===== src/rtl/midi_rx.sv =====
// midi_rx: 8N1 MIDI receiver with a running-status parser and a one-entry valid/ready message register.
module midi_rx #(
    parameter int CLK_HZ = 160_000_000,
    parameter int BAUD   = 31250
) (
    input  logic        clk_i,
    input  logic        rst_i,
    input  logic        midi_rx_i,
    output logic [23:0] msg_o,
    output logic [1:0]  msg_len_o,
    output logic        msg_vld_o,
    input  logic        msg_rdy_i,
    output logic        ovr_o,
    output logic        ferr_o
);
    localparam int BIT_CLKS = CLK_HZ / BAUD;
    localparam int CW = $clog2(BIT_CLKS);
    localparam logic [CW-1:0] HALF = CW'(BIT_CLKS / 2 - 1);
    localparam logic [CW-1:0] FULL = CW'(BIT_CLKS - 1);

    typedef enum logic [1:0] {IDLE, START, DATA, STOP} state_t;
    state_t state, state_n;

    logic s1, s2, s3;
    logic [CW-1:0] cnt;
    logic [2:0] bit_idx;
    logic [7:0] shreg;
    logic half_tick, full_tick, byte_stb, ferr_n;

    logic [7:0] run_st, run_n, d1, d1_n;
    logic sysex, sysex_n, idx, idx_n, need1;
    logic emit;
    logic [23:0] emit_msg;
    logic [1:0] emit_len;

    assign half_tick = cnt == HALF;
    assign full_tick = cnt == FULL;

    always_ff @(posedge clk_i or posedge rst_i) begin
        if (rst_i) begin
            s1 <= 1'b1;
            s2 <= 1'b1;
            s3 <= 1'b1;
            state <= IDLE;
            cnt <= '0;
            bit_idx <= '0;
            shreg <= '0;
            ferr_o <= 1'b0;
        end else begin
            s1 <= midi_rx_i;
            s2 <= s1;
            s3 <= s2;
            state <= state_n;
            ferr_o <= ferr_n;
            cnt <= (state_n != state || (state == DATA && full_tick)) ? '0 : cnt + CW'(1);
            if (state == DATA && full_tick) begin
                shreg <= {s2, shreg[7:1]};
                bit_idx <= bit_idx + 3'd1;
            end
        end
    end

    always_comb begin
        state_n = state;
        byte_stb = 1'b0;
        ferr_n = 1'b0;
        case (state)
            IDLE:  state_n = (s3 & ~s2) ? START : IDLE;
            START: state_n = half_tick ? (s2 ? IDLE : DATA) : START;
            DATA:  state_n = (full_tick && bit_idx == 3'd7) ? STOP : DATA;
            STOP: begin
                byte_stb = full_tick & s2;
                ferr_n = full_tick & ~s2;
                state_n = full_tick ? IDLE : STOP;
            end
            default: state_n = IDLE;
        endcase
    end

    // Channel pressure/program change and MTC/song-select carry a single data byte.
    assign need1 = run_st[7:4] == 4'hC || run_st[7:4] == 4'hD || run_st == 8'hF1 || run_st == 8'hF3;

    always_comb begin
        run_n = run_st;
        sysex_n = sysex;
        d1_n = d1;
        idx_n = idx;
        emit = 1'b0;
        emit_msg = '0;
        emit_len = '0;
        if (byte_stb) begin
            if (shreg >= 8'hF8) begin
                emit = 1'b1;
                emit_msg = {shreg, 16'h0};
                emit_len = 2'd1;
            end else if (shreg[7]) begin
                sysex_n = shreg == 8'hF0;
                run_n = (shreg < 8'hF0 || shreg inside {8'hF1, 8'hF2, 8'hF3}) ? shreg : 8'h00;
                idx_n = 1'b0;
                emit = shreg == 8'hF6;
                emit_msg = {shreg, 16'h0};
                emit_len = 2'd1;
            end else if (run_st[7] && !sysex) begin
                if (!need1 && !idx) begin
                    d1_n = shreg;
                    idx_n = 1'b1;
                end else begin
                    emit = 1'b1;
                    emit_msg = need1 ? {run_st, shreg, 8'h00} : {run_st, d1, shreg};
                    emit_len = need1 ? 2'd2 : 2'd3;
                    idx_n = 1'b0;
                    run_n = run_st >= 8'hF0 ? 8'h00 : run_st;
                end
            end
        end
    end

    always_ff @(posedge clk_i or posedge rst_i) begin
        if (rst_i) begin
            run_st <= '0;
            sysex <= 1'b0;
            d1 <= '0;
            idx <= 1'b0;
            msg_o <= '0;
            msg_len_o <= '0;
            msg_vld_o <= 1'b0;
            ovr_o <= 1'b0;
        end else begin
            run_st <= run_n;
            sysex <= sysex_n;
            d1 <= d1_n;
            idx <= idx_n;
            ovr_o <= emit && msg_vld_o && !msg_rdy_i;
            if (emit && (!msg_vld_o || msg_rdy_i)) begin
                msg_o <= emit_msg;
                msg_len_o <= emit_len;
                msg_vld_o <= 1'b1;
            end else if (msg_rdy_i) begin
                msg_vld_o <= 1'b0;
            end
        end
    end
endmodule

===== config.mk =====
export PLATFORM = sky130hd
export DESIGN_NAME = midi_rx
export DESIGN_NICKNAME = d
export VERILOG_FILES = /design/src/rtl/midi_rx.sv
export SDC_FILE = /design/constraint.sdc
export NUM_CORES = 1
export LEC_CHECK = 0
export BUFFER_PORTS_ARGS = -buffer_cell sky130_fd_sc_hd__buf_4
export CORE_UTILIZATION = 40
export CTS_BUF_LIST = sky130_fd_sc_hd__clkbuf_4 sky130_fd_sc_hd__clkbuf_8
export CTS_CLUSTER_DIAMETER = 30
export DETAILED_ROUTE_END_ITERATION = 10
export HOLD_SLACK_MARGIN = 0.12
export SYNTH_ARGS = -nofsm -noshare
export SYNTH_HDL_FRONTEND = slang
export SYNTH_SLANG_ARGS = --single-unit

===== constraint.sdc =====
create_clock -name clk_i -period 2.5 [get_ports clk_i]
set_input_delay 0.25 -clock clk_i [delete_from_list [all_inputs] [get_ports clk_i]]
set_output_delay 0.25 -clock clk_i [all_outputs]
set_load 0.02 [all_outputs]

# [After elaboration in Yosys (flattened, before gate mapping)]
# Cells that the tools add are included.
[totals] reg_bits=75 wordCells=107
[op_classes] eq_ne=17 n_mux=36 n_lt_le_gt_ge=3 n_addsub=2 reduce_logical=27 n_bitwise=6
[ops] cell="$mux 24" n=5
[ops] cell="$eq 8x8->1 const B" n=7
[ops] cell="$mux 8" n=5
[ops] cell="$ge 8x8->1 const B" n=2
[ops] cell="$mux 2" n=8
[ops] cell="$mux 1" n=15
[ops] cell="$mux 15" n=1
[ops] cell="$add 13x1->13 const B" n=1
[ops] cell="$eq 13x12->1 const B" n=1
[ops] cell="$eq 13x13->1 const B" n=1
[ops] cell="$mux 13" n=1
[ops] cell="$reduce_and 5->1" n=2
[ops] cell="$eq 4x4->1 const B" n=2
[ops] cell="$lt 8x8->1 const B" n=1
[ops] cell="$pmux 2 s4" n=1
[ops] cell="$logic_and 1x1->1" n=7
[ops] cell="$logic_or 1x1->1" n=6
[ops] cell="$reduce_and 3->1" n=2
[ops] cell="$reduce_bool 2->1" n=3
[ops] cell="$logic_not 1->1" n=5
[ops] cell="$eq 2x2->1 const B" n=2
[ops] cell="$add 3x1->3 const B" n=1
[ops] cell="$and 1x1->1" n=3
[ops] cell="$eq 3x3->1 const B" n=1
[ops] cell="6 further kinds" n=8

# [Logic depth before layout (Yosys ltp)]
[depth] depth_word=13 mapped_depth=8 depth_no_buf=6

# [Worst setup path after synthesis]
# No wires, ideal clock.
[synth_timing] path_kind="reg2reg" startpoint="register cnt[0]" endpoint="register bit_idx[2]" setup_ps=125 path_buffers=1 arrival_ps=1925 stages_incl_launch_ff=8 path_slack_ps=450 cell_sequence="dfrtp_1 ha_1 nand3_1 nor4b_2 nand3_1 nor2_1 buf_4 mux2_2"
[synth_via] elab_chain_cells=2
[synth_rtl] element="start: declaration" line="25" source="logic [CW-1:0] cnt;"
[synth_rtl] element="start signal: assignment" line="55" source="cnt <= (state_n != state || (state == DATA && full_tick)) ? '0 : cnt + CW'(1);"
[synth_rtl] element="$eq 13x13->1" line="37" source="assign full_tick = cnt == FULL;"
[synth_rtl] element="$logic_and 1x1->1" line="56" source="if (state == DATA && full_tick) begin"
[synth_rtl] element="end signal: assignment" line="58" source="bit_idx <= bit_idx + 3'd1;"
[synth_rtl] element="end: declaration" line="26" source="logic [2:0] bit_idx;"
# No other way between the ends.
# A chain may end at the register's enable or synchronous reset.

# [Final worst setup path]
[layout_timing] startpoint="register cnt[0]" endpoint="register msg_o[3]"
[layout_via] elab_chain_cells=5
[layout_rtl] element="$eq 13x13->1 (*)" line="37"
[layout_rtl] element="$and 1x1->1 (*)" line="72" source="byte_stb = full_tick & s2;"
[layout_rtl] element="$mux 1 (*)" line="67" source="case (state)"
[layout_rtl] element="$mux 1" line="91" source="if (byte_stb) begin"
[layout_rtl] element="$logic_and 1x1->1" line="134" source="if (emit && (!msg_vld_o || msg_rdy_i)) begin"
[layout_rtl] element="end signal: assignment" line="135" source="msg_o <= emit_msg;"
[layout_rtl] element="end: declaration" line="9" source="output logic [23:0] msg_o,"
# Every way passes the cells marked *; elsewhere a longest branch is shown, timed or not.

==> results.json <==
{
  "status": "finished, final reports clean",
  "postSynthAreaPerCell_um2": 11.2,
  "power.total_mw": 2.39,
  "cp_cell_sequence": "ha_1 -> nand3_1 -> nor4_4 -> and2_1 -> nand3_4 -> buf_4 -> mux2i_1",
  "clk_pin_slew_ns": 0.07,
  "core-area_mm2": 0.00838,
  "instances_no_fill": 465,
  "met1Wirelength_um": 3710,
  "fmax_mhz": 465,
  "regArea_mm2": 0.00183,
  "cp_num_buf_inv": 1,
  "worstPathRequired_ns": 2.73,
  "gp_congestion": 0.838,
  "antenna_found_initial": 0,
  "postCtsSetupRepairBufs": 0,
  "cts-resized-gates": 0,
  "initial_core_util_pct": 42.0,
  "synth_flop_cell": "dfrtp_1",
  "wl_um": 7190,
  "relSlewSlack_pct": 57.2,
  "grt_max_degree": 46,
  "vias": 2455,
  "cts-root-buf": "clkbuf_8",
  "path_delay_family": "simple AND/OR/NAND/NOR gates",
  "mostFrequentLayoutCell": "dfrtp_1",
  "async_flop_share_pct": 100,
  "n_fill_cell": 768,
  "grt_setup_unrepaired": "false",
  "finalSetupViolCount": 0,
  "cts_sinks": 73,
  "gr-usage-all-layers_pct": 17.7,
  "clockBufferDepth": 2,
  "setup_tns_ns": 0,
  "syn_to_final_growth_pct": 17.0,
  "multiInputGateArea_mm2": 0.00152,
  "reg2reg_slack_ns": 0.35,
  "grt_pass1_wl_um": 12000,
  "top_layer_used": "met4",
  "hold_depth": 3,
  "drive_gt1_share_pct": 29.4,
  "insertion_delay_ns": 0.35,
  "drc": 0,
  "htree_levels": 3,
  "reg2regPathDepth": 7,
  "hold-path-endpoint": "msg_vld_o",
  "ir_drop_uv": 205,
  "p_leak_nw": 2.09,
  "cp_max_fo": 21,
  "fp.dieH_um": 95.8,
  "maxCapViolations": 0,
  "postSynthCellCount": 315,
  "yosys_warnings": 0,
  "min_from": "msg_rdy_i",
  "critPathKind": "flip-flop to flip-flop",
  "cts_tree": "built",
  "die-width_um": 95.8,
  "crit_arrival_ns": 2.38,
  "avgRoutedWirePerCell_um": 15.5,
  "die-area_mm2": 0.00918,
  "regToRegStartpoint": "cnt[0]",
  "synth-edff-count": 0,
  "ys_seq_area_share_pct": 52.0,
  "fin_nets": 363,
  "wl_met3_um": 274,
  "dp_cells": 448,
  "grt_pass1_vias": 2399,
  "synth-seq-cells": 73,
  "finalCriticalPeriod_ns": 2.15,
  "clock_skew_ns": 0.0118,
  "globalRoute.totalOverflow": 0,
  "synth_cell_types": 51,
  "synth_area_mm2": 0.00352,
  "ioPinCount": 33,
  "ant_nets": 0,
  "io_buffers": 30,
  "finalMaxSlewViolations": 0,
  "hold_viol": 0,
  "period_share_pct": 85.9,
  "max_stage_delay_ns": 0.38,
  "cts_buffers": 9,
  "rows": 33,
  "endpoint_kind": "flip-flop",
  "drtPass1Iterations": 4,
  "hpwl_um": 4930,
  "via_per_inst": 5.28,
  "worstMarginPinSlew_ns": 0.641,
  "r2r-end": "msg_o[3]",
  "path_depth": 7,
  "dr.first_iter.drc_count": 119,
  "layout_common_cells": "dfrtp_1 (70), buf_4 (46), nand2_1 (29)",
  "power.density_mw_per_mm2": 580,
  "start_kind": "flip-flop",
  "diodes": 0,
  "hold_class": "primary input to flip-flop",
  "met2_length_um": 3060,
  "slowest_stage": "dfrtp_1"
}
## tightest hold or removal path: stages
cell,delay (ns)
buf_4,0.07
nand2b_1,0.21
nand2_1,0.07
## registers in the layout (all words and copies together), names as in the netlist, 2 cells and up
name and cells:
msg_len_o 2, cnt 13, shreg 8, msg_o 22, bit_idx 3, state 2, d1 7, run_st 8
## cell type report
cell class / count / share of cell area [%]
timing repair buffer: 49 / 9.36
inverter: 16 / 1.46
multi-input combinational: 207 / 36.8
tap: 105 / 3.19
clock buffer: 10 / 3.34
clock inverter: 5 / 1.37
sequential: 73 / 44.5
## worst max-delay path by stage
stage	startpoint	endpoint	slack, ns
floorplan	rst_i	bit_idx[0]	0.40
global placement	cnt[0]	msg_o[4]	0.36
detailed placement	cnt[0]	msg_o[3]	0.33
CTS	cnt[0]	msg_o[3]	0.31
global route	cnt[0]	msg_o[3]	0.20
finish	cnt[0]	msg_o[3]	0.35
## per-stage QoR
stage               hold WS (ns)  area (um2)  utilization, %  setup WS (ns)
finish                     0.298        4120            49.1          0.352
global route               0.323        4120            49.1          0.196
CTS                        0.285        4120            49.1          0.309
detailed placement         0.352        3900            46.6          0.327
global placement           0.346        3900            46.6          0.363
floorplan                  0.254        3520               -          0.402
## cells by family after synthesis
| logic type | share of synthesized area (%) |
|---|---|
| XOR/XNOR | 2.74 |
| AND/OR/NAND/NOR | 16.1 |
| buffers and inverters | 5.01 |
| adder cells (fa/ha/maj) | 1.07 |
| other | 0.107 |
| AO/OA/AOI/OAI | 9.31 |
| multiplexers | 13.7 |
| flip-flops | 52.0 |
## per-layer routing
metal | up-vias | track usage [%]
met5 | - | 0
met1 | 1217 | 26.0
met4 | 0 | 8.96
li1 | 1175 | -
met3 | 12 | 2.84
met2 | 51 | 24.9
## synthesized netlist by cell type (4+ instances only)
cell      instances  area, um2
buf_4             4       30.0
a22o_1            9       78.8
mux2_4           11        165
xnor2_1           4       35.0
nor2_1           22       82.6
clkbuf_1          9       33.8
and3_1            6       37.5
nand3_1          20        100
nand2_1          29        109
o21ai_0           9       45.0
a21oi_1          12       60.1
inv_1            16       60.1
xor2_1            7       61.3
nand2b_1          5       31.3
mux2i_1           9       90.1
and4_1            4       35.0
mux2_2           20        225
dfrtp_1          70       1750
## timing repair
item                                    4_1_cts  5_1_grt
hold buffers                                  2        0
endpoints found under the hold margin        26        0
endpoints found under the setup margin        0        0
## report_power, final
part	internal (mW)	total (mW)	switching [mW]
Sequential	1.24	1.31	0.0704
Combinational	0.0723	0.166	0.0939
Clock	0.481	0.914	0.434
(Power assumes the default switching activity.)
